## src/rtl/sdbp_pkg.sv

```systemverilog
// Shared frame-buffer constants and the reader state encoding, common to
// the SDBP frame writer and reader so frame size and widths stay consistent.
`timescale 1ns/1ps
package sdbp_pkg;
  localparam int LED_NUM = 360;
  localparam int DW      = 16;
  localparam int AW      = 10;

  typedef enum logic [2:0] {
    IDLE,
    ADDR,
    LOAD,
    SHIFT,
    LATCH,
    DONE
  } rd_state_t;
endpackage

```

## src/rtl/sdbp_frame_reader_if.sv

```systemverilog
// Frame buffer read port plus SDBP LED-driver link, seen from the reader
// (master) and from the RAM/driver side (slave).
`timescale 1ns/1ps
interface sdbp_frame_reader_if;
  import sdbp_pkg::*;

  logic          sdbpflag;
  logic [AW-1:0] rdaddr;
  logic [DW-1:0] rddata;
  logic          sclk;
  logic          sdo;
  logic          le;
  logic          busy;
  logic          frame_done;

  modport master (
    input  sdbpflag, rddata,
    output rdaddr, sclk, sdo, le, busy, frame_done
  );

  modport slave (
    output sdbpflag, rddata,
    input  rdaddr, sclk, sdo, le, busy, frame_done
  );
endinterface

```

## src/rtl/sdbp_word_shifter.sv

```systemverilog
// Serialises one DW-bit word MSB-first: each bit is a low then a high sclk
// phase of CLK_DIV cycles; sdo and sclk come straight from flops.
`timescale 1ns/1ps
module sdbp_word_shifter
  import sdbp_pkg::*;
#(
  parameter int CLK_DIV = 2
) (
  input  logic          clk,
  input  logic          rst_n,
  input  logic          i_load,
  input  logic [DW-1:0] i_word,
  output logic          o_sclk,
  output logic          o_sdo,
  output logic          o_word_done
);
  localparam int CW = $clog2(CLK_DIV) + 1;
  localparam int BW = $clog2(DW);
  localparam logic [CW-1:0] DIV_LAST = CW'(CLK_DIV - 1);

  logic [DW-1:0] r_shreg;
  logic [BW-1:0] r_bit_idx;
  logic [CW-1:0] r_div_cnt;
  logic          r_phase;
  logic          r_active;
  logic          w_tick;

  assign w_tick      = r_active && (r_div_cnt == DIV_LAST);
  assign o_word_done = w_tick && r_phase && (r_bit_idx == '0);
  assign o_sclk      = r_phase;
  // The final shift empties the register, so sdo rests at 0 between words.
  assign o_sdo       = r_shreg[DW-1];

  always_ff @(posedge clk or negedge rst_n) begin
    if (!rst_n) begin
      r_shreg   <= '0;
      r_bit_idx <= '0;
      r_div_cnt <= '0;
      r_phase   <= 1'b0;
      r_active  <= 1'b0;
    end else if (i_load) begin
      r_shreg   <= i_word;
      r_bit_idx <= BW'(DW - 1);
      r_div_cnt <= '0;
      r_phase   <= 1'b0;
      r_active  <= 1'b1;
    end else if (r_active) begin
      if (w_tick) begin
        r_div_cnt <= '0;
        if (!r_phase) begin
          r_phase <= 1'b1;
        end else begin
          r_phase   <= 1'b0;
          r_shreg   <= {r_shreg[DW-2:0], 1'b0};
          r_bit_idx <= r_bit_idx - BW'(1);
          if (r_bit_idx == '0) r_active <= 1'b0;
        end
      end else begin
        r_div_cnt <= r_div_cnt + CW'(1);
      end
    end
  end
endmodule

```

## src/rtl/sdbp_frame_reader.sv

```systemverilog
// Reads a full frame back from the LED frame buffer on an sdbpflag rising
// edge, shifts it out over SDBP, then latches and reports frame_done.
//
//  state | meaning
//  IDLE  | waiting for sdbpflag rising edge
//  ADDR  | RAM samples rdaddr
//  LOAD  | rddata valid, loaded into the shifter
//  SHIFT | word being serialised on sclk/sdo
//  LATCH | le high for LAT_W cycles
//  DONE  | one-cycle frame_done
`timescale 1ns/1ps
module sdbp_frame_reader
  import sdbp_pkg::*;
#(
  parameter int CLK_DIV = 2,
  parameter int LAT_W   = 4
) (
  input  logic                clk,
  input  logic                rst_n,
  sdbp_frame_reader_if.master bus
);
  localparam int LW = $clog2(LAT_W) + 1;
  localparam logic [LW-1:0] LAT_LAST = LW'(LAT_W - 1);
  localparam logic [AW-1:0] LAST_WORD = AW'(LED_NUM - 1);

  rd_state_t     r_state, w_state_nxt;
  logic          r_flag_d;
  logic [AW-1:0] r_rdaddr;
  logic [AW-1:0] r_word_idx;
  logic [LW-1:0] r_lat_cnt;
  logic          r_le, r_busy, r_done;
  logic          w_le_nxt, w_busy_nxt, w_done_nxt;
  logic          w_start, w_load, w_word_done, w_last_word;
  logic          w_sclk, w_sdo;

  assign w_start     = bus.sdbpflag && !r_flag_d && (r_state == IDLE);
  assign w_last_word = (r_word_idx == LAST_WORD);

  sdbp_word_shifter #(.CLK_DIV(CLK_DIV)) u_shifter (
    .clk         (clk),
    .rst_n       (rst_n),
    .i_load      (w_load),
    .i_word      (bus.rddata),
    .o_sclk      (w_sclk),
    .o_sdo       (w_sdo),
    .o_word_done (w_word_done)
  );

  always_ff @(posedge clk or negedge rst_n) begin
    if (!rst_n) r_state <= IDLE;
    else        r_state <= w_state_nxt;
  end

  always_comb begin
    w_state_nxt = r_state;
    unique case (r_state)
      IDLE:    if (w_start) w_state_nxt = ADDR;
      ADDR:    w_state_nxt = LOAD;
      LOAD:    w_state_nxt = SHIFT;
      SHIFT:   if (w_word_done) w_state_nxt = w_last_word ? LATCH : ADDR;
      LATCH:   if (r_lat_cnt == '0) w_state_nxt = DONE;
      DONE:    w_state_nxt = IDLE;
      default: w_state_nxt = IDLE;
    endcase
  end

  // Handshake outputs are decoded from the next state and then registered.
  always_comb begin
    w_le_nxt   = (w_state_nxt == LATCH);
    w_done_nxt = (w_state_nxt == DONE);
    w_busy_nxt = (w_state_nxt != IDLE);
    w_load     = (r_state == LOAD);
  end

  always_ff @(posedge clk or negedge rst_n) begin
    if (!rst_n) begin
      r_flag_d   <= 1'b0;
      r_rdaddr   <= '0;
      r_word_idx <= '0;
      r_lat_cnt  <= '0;
      r_le       <= 1'b0;
      r_busy     <= 1'b0;
      r_done     <= 1'b0;
    end else begin
      r_flag_d <= bus.sdbpflag;
      r_le     <= w_le_nxt;
      r_busy   <= w_busy_nxt;
      r_done   <= w_done_nxt;
      if (w_start) begin
        r_rdaddr   <= '0;
        r_word_idx <= '0;
      end else if ((r_state == SHIFT) && w_word_done && !w_last_word) begin
        r_rdaddr   <= r_word_idx + AW'(1);
        r_word_idx <= r_word_idx + AW'(1);
      end
      if ((w_state_nxt == LATCH) && (r_state != LATCH))
        r_lat_cnt <= LAT_LAST;
      else if ((r_state == LATCH) && (r_lat_cnt != '0))
        r_lat_cnt <= r_lat_cnt - LW'(1);
    end
  end

  assign bus.rdaddr     = r_rdaddr;
  assign bus.sclk       = w_sclk;
  assign bus.sdo        = w_sdo;
  assign bus.le         = r_le;
  assign bus.busy       = r_busy;
  assign bus.frame_done = r_done;
endmodule

```

## src/flat_wrapper.sv

```systemverilog
// flat-port wrapper written by rule: the top's interface ports become plain ports
module sdbp_frame_reader_flat import sdbp_pkg::*;
#(
  parameter int CLK_DIV = 2,
  parameter int LAT_W   = 4
)
  (clk, rst_n, bus_sdbpflag, bus_rddata, bus_rdaddr, bus_sclk, bus_sdo, bus_le, bus_busy, bus_frame_done);
  sdbp_frame_reader_if bus_i ();
  input  logic clk;
  input  logic rst_n;
  input wire logic [$bits(bus_i.sdbpflag)-1:0] bus_sdbpflag;
  input wire logic [$bits(bus_i.rddata)-1:0] bus_rddata;
  output wire logic [$bits(bus_i.rdaddr)-1:0] bus_rdaddr;
  output wire logic [$bits(bus_i.sclk)-1:0] bus_sclk;
  output wire logic [$bits(bus_i.sdo)-1:0] bus_sdo;
  output wire logic [$bits(bus_i.le)-1:0] bus_le;
  output wire logic [$bits(bus_i.busy)-1:0] bus_busy;
  output wire logic [$bits(bus_i.frame_done)-1:0] bus_frame_done;
  assign bus_i.sdbpflag = bus_sdbpflag;
  assign bus_i.rddata = bus_rddata;
  assign bus_rdaddr = bus_i.rdaddr;
  assign bus_sclk = bus_i.sclk;
  assign bus_sdo = bus_i.sdo;
  assign bus_le = bus_i.le;
  assign bus_busy = bus_i.busy;
  assign bus_frame_done = bus_i.frame_done;
  sdbp_frame_reader #(.CLK_DIV(CLK_DIV), .LAT_W(LAT_W)) u_core (.clk(clk), .rst_n(rst_n), .bus(bus_i));
endmodule
```

## config.mk

```make
export PLATFORM = sky130hd
export DESIGN_NAME = sdbp_frame_reader_flat
export DESIGN_NICKNAME = d
export VERILOG_FILES = /design/src/rtl/sdbp_pkg.sv /design/src/rtl/sdbp_frame_reader_if.sv /design/src/rtl/sdbp_word_shifter.sv /design/src/rtl/sdbp_frame_reader.sv /design/src/flat_wrapper.sv
export SDC_FILE = /design/constraint.sdc
export NUM_CORES = 1
export LEC_CHECK = 0
export ABC_AREA = 1
export ABC_CLOCK_PERIOD_IN_PS = 1800
export CORE_ASPECT_RATIO = 2
export CORE_MARGIN = 2
export CORE_UTILIZATION = 25
export CTS_BUF_LIST = sky130_fd_sc_hd__clkbuf_2
export CTS_CLUSTER_DIAMETER = 50
export DETAILED_ROUTE_END_ITERATION = 8
export GPL_TIMING_DRIVEN = 0
export PLACE_DENSITY_LB_ADDON = 0.12
export REMOVE_ABC_BUFFERS = 1
export SETUP_SLACK_MARGIN = 0.15
export SYNTH_ARGS = -nofsm -noshare
export SYNTH_HDL_FRONTEND = slang
export SYNTH_SLANG_ARGS = --single-unit
```

## constraint.sdc

```tcl
create_clock -name clk -period 1.8 [get_ports clk]
set_clock_uncertainty 0.05 [all_clocks]
set_input_delay 0.27 -clock clk [delete_from_list [all_inputs] [get_ports clk]]
set_output_delay 0.27 -clock clk [all_outputs]
set_load 0.01 [all_outputs]
```

==> After elaboration in Yosys (flattened, before gate mapping) <==
Cells that the tools add are included.
{ "op_classes": {"addsub": 4, "n_eq_ne": 9, "muxes": 29, "reduce_logical": 23} }
{ "ops": {"columns": ["operator", "count"], "rows": [
  ["two-way mux 16 bit", 4],
  ["two-way mux 10 bit", 2],
  ["two-way mux 3 bit", 6],
  ["two-way mux 4 bit", 4],
  ["one-hot mux 3 bit (5 select lines)", 1],
  ["adder 10 x 1 -> 10 bit (second input constant)", 1],
  ["equality test 10 x 9 -> 1 bit (second input constant)", 1],
  ["nonzero test 2 bit", 5],
  ["equality test 3 bit (second input constant)", 3],
  ["logical AND 1 bit", 9],
  ["two-way mux 1 bit", 9],
  ["equality test 3 x 2 -> 1 bit (second input constant)", 2],
  ["logical NOT 3 bit", 2],
  ["two-way mux 2 bit", 3],
  ["nonzero test 3 bit", 2],
  ["logical NOT 4 bit", 1],
  ["subtractor 4 x 1 -> 4 bit (second input constant)", 1],
  ["equality test 3 x 1 -> 1 bit (second input constant)", 1],
  ["inequality test 3 bit (second input constant)", 1],
  ["AND reduction 3 bit", 1],
  ["subtractor 3 x 1 -> 3 bit (second input constant)", 1],
  ["adder 2 x 1 -> 2 bit (second input constant)", 1],
  ["equality test 2 x 1 -> 1 bit (second input constant)", 1],
  ["logical NOT 1 bit", 2],
  ["AND reduction 2 bit", 1]
]} }
{ "totals": {"reg_bits": 44, "inputBits": 19, "out_inout_bits": 15, "elab_cells": 77} }

==> Longest topological paths before layout <==
Gate-level depths: netlist of run 1.
{ "depth": {"ltp_word": 9, "mapped_depth": 10, "depth_no_buf": 9} }

==> By module <==
From an unflattened synthesis of run 1, not the netlist that was laid out.
{ "unflattened": {"cells_unflattened": 287, "area_unflattened_um2": 2308.5} }
{ "modules_own_cells": {"columns": ["mod", "n_inst", "cells_per_inst", "area_each_um2", "seq_area_each_um2"], "rows": [
  ["sdbp_word_shifter", 1, 148, 1226.2, 600.6],
  ["sdbp_frame_reader", 1, 139, 1082.3, 500.5]
]} }

==> Worst setup path before layout of run 1 <==
OpenSTA, ideal clock, no wires.
{ "synth_timing": {"kind": "flip-flop to flip-flop", "start": "register, netlist name u_core.bus.rdaddr[0]", "end": "register u_core.r_rdaddr[9], in the netlist u_core.bus.rdaddr[9]", "setup_time_ns": 0.117, "t_arrival_ns": 1.308, "required_ns": 1.633, "path_slack_ns": 0.325, "path_stages_with_launch": 10, "n_path_buf": 1, "period_less_slack_ns": 1.475, "path_cell_list": "dfrtp_1 -> ha_1 -> inv_1 -> nor2_1 -> nand3_1 -> nand3_2 -> nand2_2 -> buf_6 -> nand3_1 -> nand2_1"} }
{ "synth_lines": {"columns": ["item", "line", "text"], "rows": [
  ["end signal, assigned", "sdbp_frame_reader.sv:93", "r_rdaddr <= r_word_idx + AW'(1);"],
  ["end, declared", "sdbp_frame_reader.sv:28", "logic [AW-1:0] r_rdaddr;"]
]} }

==> Worst setup path after layout of run 1 <==
{ "layout_timing": {"start": "register u_core.r_state[0]", "end": "register u_core.r_rdaddr[2], in the netlist u_core.bus.rdaddr[2]"} }
{ "layout_via": {"elab_chain_len": 4, "elab_cells_between_ends": 7, "cone_classes": "eq/ne: 1; mux: 1; reduce/logical: 5"} }
{ "layout_rtl": {"columns": ["item", "line", "text"], "rows": [
  ["start, declared", "sdbp_frame_reader.sv:26", "rd_state_t r_state, w_state_nxt;"],
  ["start signal, assigned", "sdbp_frame_reader.sv:51", "else r_state <= w_state_nxt;"],
  ["equality test 3 x 2 -> 1 bit", "sdbp_frame_reader.sv:92", "end else if ((r_state == SHIFT) && w_word_done && !w_last_word) begin"],
  ["logical AND 1 bit (2 in series)", "sdbp_frame_reader.sv:92", null],
  ["nonzero test 2 bit (no line)", null, null]
]} }
Parallel ways exist; a longest one is shown, timed or not.
A chain may end at the register's enable or synchronous reset.

==> results of run 1 <==
[logic make-up after synthesis]
| kind of cell | Yosys count |
|---|---|
| flops | 44 |
| xor+xnor | 7 |
| simple gates | 148 |
| compound gates | 30 |
| fa+ha+maj | 5 |
| buf+inv | 45 |
[how the worst max path moves through the flow]
| stage | to | slack, ns | cells past startpoint |
|---|---|---|---|
| 2_1_floorplan | u_core.bus.rdaddr[4]$_DFFE_PN0P_ | 0.28 | 9 |
| 3_3_place_gp | u_core.bus.rdaddr[8]$_DFFE_PN0P_ | -0.98 | 1 |
| 3_5_place_dp | u_core.bus.rdaddr[0]$_DFFE_PN0P_ | -0.37 | 6 |
| 4_1_cts | u_core.bus.rdaddr[5]$_DFFE_PN0P_ | 0.11 | 10 |
| 5_1_grt | u_core.bus.rdaddr[2]$_DFFE_PN0P_ | 0.13 | 7 |
| 6_report | u_core.bus.rdaddr[2]$_DFFE_PN0P_ | 0.23 | 7 |
[sequential cells by signal (all words and copies together) (netlist names), 2 cells and up]
register                    flops
u_core.u_shifter.r_div_cnt      2
u_core.u_shifter.r_shreg       16
u_core.r_state                  3
u_core.u_shifter.r_bit_idx      4
u_core.bus.rdaddr              10
u_core.r_lat_cnt                3
[cells in the final DEF (no fill, tap or decap), types with 2 or more instances in the layout]
| cell type | synthesis | layout |
|---|---|---|
| nor2_1 | 23 | 20 |
| ha_1 | 5 | 3 |
| buf_6 | 3 | 2 |
| dfrtp_2 | 0 | 10 |
| inv_4 | 1 | 2 |
| nand2_8 | 1 | 3 |
| clkdlybuf4s50_1 | 0 | 17 |
| nand2_1 | 75 | 72 |
| nand3_4 | 0 | 3 |
| clkbuf_2 | 0 | 5 |
| xor2_1 | 7 | 7 |
| nor2_4 | 2 | 2 |
| o211ai_1 | 3 | 3 |
| o21ai_0 | 2 | 2 |
| buf_4 | 1 | 20 |
| nand3_1 | 20 | 18 |
| a21oi_1 | 4 | 4 |
| nand3b_1 | 5 | 5 |
| o221ai_1 | 5 | 5 |
| inv_1 | 29 | 27 |
| clkinv_2 | 0 | 2 |
| nand2_2 | 4 | 7 |
| nor3_1 | 8 | 8 |
| ha_4 | 0 | 2 |
| o21ai_1 | 11 | 11 |
| nand4_1 | 2 | 2 |
| inv_2 | 5 | 6 |
| dlygate4sd2_1 | 0 | 14 |
| nor2_2 | 1 | 5 |
| dfrtp_1 | 44 | 34 |
[cell type report]
type | instances | area, µm²
Clock buffer | 5 | 25.0
Timing Repair inverter | 1 | 6.26
Sequential cell | 44 | 1110
Tap cell | 102 | 128
Inverter | 36 | 150
Clock inverter | 3 | 13.8
Antenna cell | 1 | 2.50
Multi-Input combinational cell | 192 | 1130
Timing Repair Buffer | 57 | 510
Fill cell | 961 | 5930
[metrics by stage]
step                      worst slack [ns]  cells  utilization
after floorplan                      0.284    270            -
after global placement              -0.985    405        0.303
after detailed placement            -0.370    406        0.304
after CTS                            0.113    431        0.324
after global routing                 0.135    441        0.342
final                                0.231    441        0.342
[synth_stat cells (2+ instances only)]
cell type,instances
inv_2,5
ha_1,5
dfrtp_1,44
buf_6,3
nand3_1,20
nand4_1,2
o21ai_1,11
o21ai_0,2
buf_2,5
nand2_4,2
o221ai_1,5
xor2_1,7
a21oi_1,4
inv_1,29
nand3b_1,5
nor2_1,23
nand2_2,4
nor2_4,2
nand3_2,2
nand2_1,75
nor3_1,8
o211ai_1,3
[layer usage]
metal  GRT usage  vias up  wire length (µm)
met5           0        -                 0
met4      0.0626        0               213
met3      0.0236       12               216
met2       0.242       35              3530
met1       0.149      953              2370
li1            -     1014                 -
[worst max-delay path, cell delays in order (launching register included)]
cell     delay (ns)
dfrtp_1        0.57
nand2_1        0.14
nor2_2         0.25
nand3_4        0.14
nand2_8        0.15
buf_6          0.11
nand3_1        0.06
nand2_1        0.06
[power groups by stage]
stage / combinational (mW) / clock, mW / sequential (mW)
floorplan: 0.00741 / 0 / 1.02
global placement: 0.0749 / 0 / 1.02
detailed placement: 0.0784 / 0 / 1.02
CTS: 0.0813 / 0.458 / 0.999
global route: 0.0882 / 0.488 / 1.00
finish: 0.0780 / 0.428 / 0.999
[repair_timing]
action,CTS,global route
setup buffers,14,8
gates resized for setup,30,21
pin swaps,1,7
setup endpoints to repair,46,14
hold buffers,1,0
endpoints found under the hold margin,44,0
gates cloned,2,1
==> qor.yml, run 1 <==
global_route:
  grt-ovfl-total: 0
  grt_pass1_vias: 2071
  grt_antenna_before_repair: 1
  grt_usage: 0.135
  grt_start_max_net_pins: 32
  grt_pass1_wl_um: 10500
placement:
  port_buffers: 33
  place_area_um2: 2740
  place.gp.congestion: 0.805
  dp_hpwl_um: 4220
yosys:
  ys_types: 35
  syn_area_um2: 2340
  ys_ff_latch: 44
  syn-mean-instance-area_um2: 8.37
  synth.area.top_cells: "dfrtp_1 47%, nand2_1 12%, inv_1 4.7%"
  synth_ff_type: "dfrtp_1"
  synth_top_area_frac: 0.471
  async_flop_share: 1.00
  synth_edf_count: 0
  syn_inst: 279
  synthXorXnorAreaFrac: 0.0262
  synth-compound-area-share: 0.0830
  synthAdderAreaFrac: 0.0268
  synthMuxAreaShare: 0
  synth_top_family_by_area: "simple AND/OR/NAND/NOR gates"
  yosysSeqAreaShare: 0.471
  synth.yosys.warnings: 0
  yosys.area_share.simple: 0.303
  yosysTopAreaCell: "dfrtp_1"
run:
  drv_cap: 0
critical_path:
  r2r-start: "u_core.r_state[0]$_DFF_PN0_"
  worstPathArrival_ns: 1.90
  regToRegEndpoint: "u_core.bus.rdaddr[2]$_DFFE_PN0P_"
  r2r_cells: 7
  setup.worst_path.class: "flip-flop to flip-flop"
  required_ns: 2.13
  cp-startpoint: "u_core.r_state[0]$_DFF_PN0_"
  cp_max_fo: 7
  critPathLaunchType: "flip-flop"
  r2r_setup_slack_ns: 0.23
  end_kind: "flip-flop"
detailed_routing:
  drt-pass1-iter-count: 4
  detail-route-antenna-nets: 0
  vias: 2014
  drc: 0
  wirelength_um: 6340
  vias_per_cell: 4.57
  wl_per_cell_um: 14.4
  drt-initial-drc-count: 81
power_and_ir_drop:
  power_mw: 1.51
  switching_share: 0.251
  ir_drop_v: 0.000190
  internal_power_mw: 1.13
  powerDensity_nw_per_um2: 488
  p_switching_uw: 377
  leakagePower_nw: 1.42
  p_clk_frac: 0.284
  p_comb_frac: 0.052
  p_seq_frac: 0.664
timing:
  hold_ws_ns: 0.185
  drv_slew: 0
  setup-tns-final_ns: 0
  period_needed_ns: 1.57
  worst_pin_slew_ns: 0.476
  setup-violations-final: 0
  rsz0062_at_grt: "yes"
  fin_crit_sh: 0.871
  finalHoldViolCount: 0
  max_slew_margin: 0.682
  fmax_mhz: 637
die:
  die_x_um: 72.4
  boundaryPins: 34
  die_area_um2: 10200
  dieHeight_um: 141
  start_util: 0.259
  core_um2: 9010
  rows: 49
finish:
  final_layout_size_suffix_gt1_frac: 0.231
  fin_area_um2: 3080
  nNetsFinal: 361
  area_delta_synth_final_pct: 32.0
clock_network:
  cts-htree-levels: 2
  numCtsBuffers: 5
  root_buffer: "clkbuf_2"
  cts_tree: "done"
  cts_max_path_buffers: 2
  clk_latency_ns: 0.44
  path_clk_slew_ns: 0.24
  cts_sinks: 44
status:
  outcome: "finished clean"
hold_path:
  hp-class: "input port to async pin"
No activity file was read; power rests on OpenSTA's default activity.
==> run 2, diff against run 1 <==
--- a/config.mk
+++ b/config.mk
@@ -10,7 +10,7 @@
 export CORE_ASPECT_RATIO = 2
 export CORE_MARGIN = 2
 export CORE_UTILIZATION = 25
-export CTS_BUF_LIST = sky130_fd_sc_hd__clkbuf_2
+export CTS_BUF_LIST = sky130_fd_sc_hd__clkbuf_16
 export CTS_CLUSTER_DIAMETER = 50
 export DETAILED_ROUTE_END_ITERATION = 8
 export GPL_TIMING_DRIVEN = 0
==> run 2 against run 1 <==
Utilization increased by 0.097 points. Wire length decreased by 3.5%. Setup slack got worse by 0.065 ns. Power increased by 31%. Cell area increased by 0.28%. Sequential share of layout area decreased by 0.062 points. Die area unchanged. Count of clock-buffer cells in the layout unchanged. Register-to-register slack improved by 0.02 ns. Critical path depth decreased by 6. Critical endpoint is now bus_sclk.
==> qor.yml, run 2 (synthesized netlist as in run 1, its figures left out) <==
status:
  outcome: "finished clean"
placement:
  place_area_um2: 2740
  place.gp.congestion: 0.805
  port_buffers: 33
  dp_cells: 406
  dp_hpwl_um: 4220
  place_ws_ns: -0.370
power_and_ir_drop:
  ir_drop_v: 0.000372
  power_mw: 1.97
  leakagePower_nw: 1.37
  powerDensity_nw_per_um2: 636
critical_path:
  slowest_stage: "clkdlybuf4s50_1"
  crit_path_max_incr_delay_ns: 0.57
  end_kind: "output pin"
  required_ns: 1.48
  worstPathArrival_ns: 1.31
  crit_chain: "clkdlybuf4s50_1"
  critPathLaunchType: "flip-flop"
  cp_num_buf_inv: 1
  cp_max_fo: 4
  setup.worst_path.class: "flip-flop to output pin"
  cp_top_family: "buffers and inverters"
timing:
  finalHoldViolCount: 0
  fmax_mhz: 612
  drv_slew: 0
  rsz0062_at_grt: "no"
  setup-violations-final: 0
  period_needed_ns: 1.63
  worst_pin_slew_ns: 0.483
  max_slew_margin: 0.677
  hold_ws_ns: 0.390
  setup_slack_ns: 0.167
  fin_crit_sh: 0.907
detailed_routing:
  drt-pass1-iter-count: 4
  vias: 1936
  drt-initial-drc-count: 80
  wl_per_cell_um: 14.3
  drc: 0
  vias_per_cell: 4.51
  wirelength_um: 6110
  detail-route-antenna-nets: 0
die:
  boundaryPins: 34
  die_x_um: 72.4
  dieHeight_um: 141
  die_area_um2: 10200
  rows: 49
  start_util: 0.259
  core_um2: 9010
global_route:
  grt_antenna_before_repair: 0
  grt_pass1_wl_um: 10000
  grt_pass1_vias: 1977
  grt_usage: 0.129
  grt_start_max_net_pins: 32
  grt-ovfl-total: 0
clock_network:
  cts_sinks: 44
  root_buffer: "clkbuf_16"
  numCtsBuffers: 5
  cts_tree: "done"
  cts_max_path_buffers: 2
  path_clk_slew_ns: 0.06
  cts-htree-levels: 2
  clk_latency_ns: 0.29
finish:
  nNetsFinal: 350
  fin_area_um2: 3090
  antenna_cells: 0
  area_delta_synth_final_pct: 32.4
  final_layout_size_suffix_gt1_frac: 0.202
  largest_reg_flops: 16
  largest_register: "u_core.u_shifter.r_shreg"
  layout_commonest_cell: "nand2_1"
  mostFrequentLayoutCells: "73 x nand2_1, 33 x dfrtp_1, 31 x clkdlybuf4s50_1"
  fin_cells: 429
run:
  drv_cap: 0
hold_path:
  hp-class: "input port to async pin"
==> run 2: cell types whose count changed in the layout (fill, tap and decap cells not counted), sizes merged <==
| cell | change |
|---|---|
| clkdlybuf4s50 | +14 |
| dlygate4sd2 | -14 |
| buf | -10 |
| clkdlybuf4s15 | -1 |
| diode | -1 |
| dlymetal6s2s | +1 |
| inv | -1 |
==> run 2: worst paths after layout <==
kind,start,endpoint,slack [ns],cells past startpoint
min,rst_n,u_core.u_shifter.r_div_cnt[0]$_DFFE_PN0P_,0.39,2
max reg2reg,u_core.u_shifter.r_bit_idx[1]$_DFFE_PN0P_,u_core.r_lat_cnt[1]$_DFFE_PN0P_,0.25,9
max,u_core.u_shifter.o_sclk$_DFFE_PN0P_,bus_sclk,0.17,1
max in group asynchronous,rst_n,u_core.bus.rdaddr[7]$_DFFE_PN0P_,0.81,3
min reg2reg,u_core.u_shifter.r_shreg[8]$_DFFE_PN0P_,u_core.u_shifter.r_shreg[8]$_DFFE_PN0P_,0.45,2
min in group clk,u_core.u_shifter.r_shreg[8]$_DFFE_PN0P_,u_core.u_shifter.r_shreg[8]$_DFFE_PN0P_,0.45,2
==> run 2: report_power, final <==
| group | switching [mW] | internal, mW |
|---|---|---|
| Clock | 0.385 | 0.505 |
| Combinational | 0.0341 | 0.0446 |
| Sequential | 0.00226 | 0.995 |
==> run 2: repair_timing <==
action	CTS	global route
pin swaps	1	4
hold buffers	1	0
endpoints found under the hold margin	13	0
setup endpoints to repair	38	16
setup buffers	2	10
gates cloned	2	0
gates resized for setup	14	14
==> run 2: worst register-to-register path, cell delays in order (launching register included) <==
cell and delay, ns:
dfrtp_1 0.40, inv_1 0.09, ha_2 0.19, nand2_1 0.06, nand3b_1 0.22, nand2_1 0.11
nand3_2 0.14, nand2_2 0.12, nand2_1 0.06, nand2_1 0.05
==> run 2: routing by layer <==
layer,vias up,wire length [µm],track usage
li1,988,-,-
met1,914,2390,0.145
met2,28,3390,0.229
met3,6,213,0.0257
met4,0,116,0.0566
met5,-,0,0
==> run 2: area by class of cell <==
type | count | area (µm²)
fill | 954 | 5920
clock buffer | 5 | 125
multi-input combinational | 192 | 1100
timing repair buffer | 47 | 460
tap | 102 | 128
inverter | 36 | 145
clock inverter | 3 | 13.8
sequential | 44 | 1110
==> run 2: per-stage QoR <==
| step | utilization | TNS, ns |
|---|---|---|
| after floorplan | - | 0 |
| after global placement | 0.303 | -46.92 |
| after detailed placement | 0.304 | -3.70 |
| after CTS | 0.327 | 0 |
| after global routing | 0.343 | 0 |
| final | 0.343 | 0 |
==> run 3, diff against run 2 <==
--- a/config.mk
+++ b/config.mk
@@ -11,9 +11,7 @@
 export CORE_MARGIN = 2
 export CORE_UTILIZATION = 25
 export CTS_BUF_LIST = sky130_fd_sc_hd__clkbuf_16
-export CTS_CLUSTER_DIAMETER = 50
 export DETAILED_ROUTE_END_ITERATION = 8
-export GPL_TIMING_DRIVEN = 0
 export PLACE_DENSITY_LB_ADDON = 0.12
 export REMOVE_ABC_BUFFERS = 1
 export SETUP_SLACK_MARGIN = 0.15
==> run 3 against run 2 <==
Sequential power is essentially flat. Fmax up 1.1%. Flip-flop and latch count unchanged. Highest routed layer unchanged.
==> qor.yml, run 3 (synthesized netlist as in run 1, its figures left out) <==
clock_network:
  cts_sinks: 44
  cts_max_path_buffers: 2
  root_buffer: "clkbuf_16"
  numCtsBuffers: 5
  cts_tree: "done"
  cts-htree-levels: 2
  path_clk_slew_ns: 0.06
  clk_latency_ns: 0.29
finish:
  final_layout_size_suffix_gt1_frac: 0.175
  layout_commonest_cell: "nand2_1"
  largest_reg_flops: 16
  nNetsFinal: 349
  area_delta_synth_final_pct: 31.0
  mostFrequentLayoutCells: "73 x nand2_1, 34 x dfrtp_1, 30 x inv_1, 30 x clkdlybuf4s50_1, 23 x nor2_1"
  largest_register: "u_core.u_shifter.r_shreg"
  antenna_cells: 0
critical_path:
  crit_path_max_incr_delay_ns: 0.56
  setup.worst_path.class: "flip-flop to output pin"
  cp_max_fo: 4
  required_ns: 1.48
  crit_chain: "clkdlybuf4s50_1"
  r2r-start: "u_core.u_shifter.r_bit_idx[1]$_DFFE_PN0P_"
  regToRegEndpoint: "u_core.bus.rdaddr[4]$_DFFE_PN0P_"
  cp_top_family: "buffers and inverters"
  critPathLaunchType: "flip-flop"
  slowest_stage: "clkdlybuf4s50_1"
  end_kind: "output pin"
  cp_num_buf_inv: 1
  r2r_setup_slack_ns: 0.25
  worstPathArrival_ns: 1.29
  r2r_cells: 9
timing:
  finalHoldViolCount: 0
  fmax_mhz: 619
  setup-violations-final: 0
  rsz0062_at_grt: "no"
  period_needed_ns: 1.61
  fin_crit_sh: 0.897
  worst_pin_slew_ns: 0.467
  max_slew_margin: 0.689
  setup_slack_ns: 0.185
  setup-tns-final_ns: 0
  drv_slew: 0
global_route:
  grt_pass1_wl_um: 9730
  grt_usage: 0.125
  grt_start_max_net_pins: 28
  grt_pass1_vias: 1948
  grt_antenna_before_repair: 0
  grt-ovfl-total: 0
die:
  start_util: 0.259
  die_x_um: 72.4
  core_um2: 9010
  dieHeight_um: 141
  boundaryPins: 34
  die_area_um2: 10200
  rows: 49
detailed_routing:
  wirelength_um: 5890
  drt-pass1-iter-count: 4
  vias: 1920
  detail-route-antenna-nets: 0
  drt-initial-drc-count: 91
  vias_per_cell: 4.49
  drc: 0
  wl_per_cell_um: 13.8
power_and_ir_drop:
  leakagePower_nw: 1.40
  power_mw: 1.94
  powerDensity_nw_per_um2: 633
  ir_drop_v: 0.000532
status:
  outcome: "finished clean"
hold_path:
  hp-class: "input port to async pin"
placement:
  dp_hpwl_um: 4300
  place_ws_ns: 0.149
  place.gp.congestion: 0.781
  port_buffers: 33
run:
  drv_cap: 0
-- run 3: how the worst max path moves through the flow --
stage	slack (ns)	to	start	cells after the start
after floorplan	0.28	u_core.bus.rdaddr[4]$_DFFE_PN0P_	u_core.bus.rdaddr[0]$_DFFE_PN0P_	9
after global placement	0.16	u_core.bus.rdaddr[6]$_DFFE_PN0P_	u_core.u_shifter.r_bit_idx[0]$_DFFE_PN0P_	9
after detailed placement	0.15	u_core.bus.rdaddr[3]$_DFFE_PN0P_	u_core.u_shifter.r_bit_idx[0]$_DFFE_PN0P_	9
after CTS	0.13	bus_rdaddr[4]	u_core.bus.rdaddr[4]$_DFFE_PN0P_	1
after global routing	0.13	u_core.r_lat_cnt[0]$_DFFE_PN0P_	u_core.u_shifter.r_bit_idx[1]$_DFFE_PN0P_	9
final	0.19	bus_sclk	u_core.u_shifter.o_sclk$_DFFE_PN0P_	1
-- run 3: timing repair --
item / CTS / global route
buffers inserted: 0 / 8
gates resized for setup: 9 / 13
endpoints found under the hold margin: 17 / 0
setup endpoints to repair: 18 / 16
cloned: 0 / 0
hold buffers: 1 / 0
pin swaps: 0 / 2
-- run 3: report_power, final --
group / leakage, nW / internal, mW / switching, mW
logic: 0.785 / 0.0445 / 0.0324
registers: 0.540 / 0.996 / 0.00237
clock network: 0.0738 / 0.500 / 0.364
total: 1.40 / 1.54 / 0.398
-- run 3: layer usage --
metal,global-route usage,up-vias,wire (µm)
met1,0.136,878,2250
met3,0.0257,16,235
met4,0.0725,0,246
met5,0,-,0
li1,-,988,-
met2,0.218,38,3150
-- run 3: layout make-up --
class	instances	area (µm²)
Tap cell	102	128
Clock buffer	5	125
Inverter	36	145
Fill cell	945	5950
Multi-Input combinational cell	190	1070
Timing Repair Buffer	48	470
Sequential cell	44	1110
Clock inverter	3	11.3
-- run 3: per-stage QoR --
step	instance area, µm²	hold slack, ns	util	cells
after floorplan	2270	-0.0756	-	270
after global placement	2780	0.199	0.308	411
after detailed placement	2780	0.208	0.308	411
after CTS	2940	0.426	0.326	420
after global routing	3060	0.423	0.340	428
final	3060	0.418	0.340	428
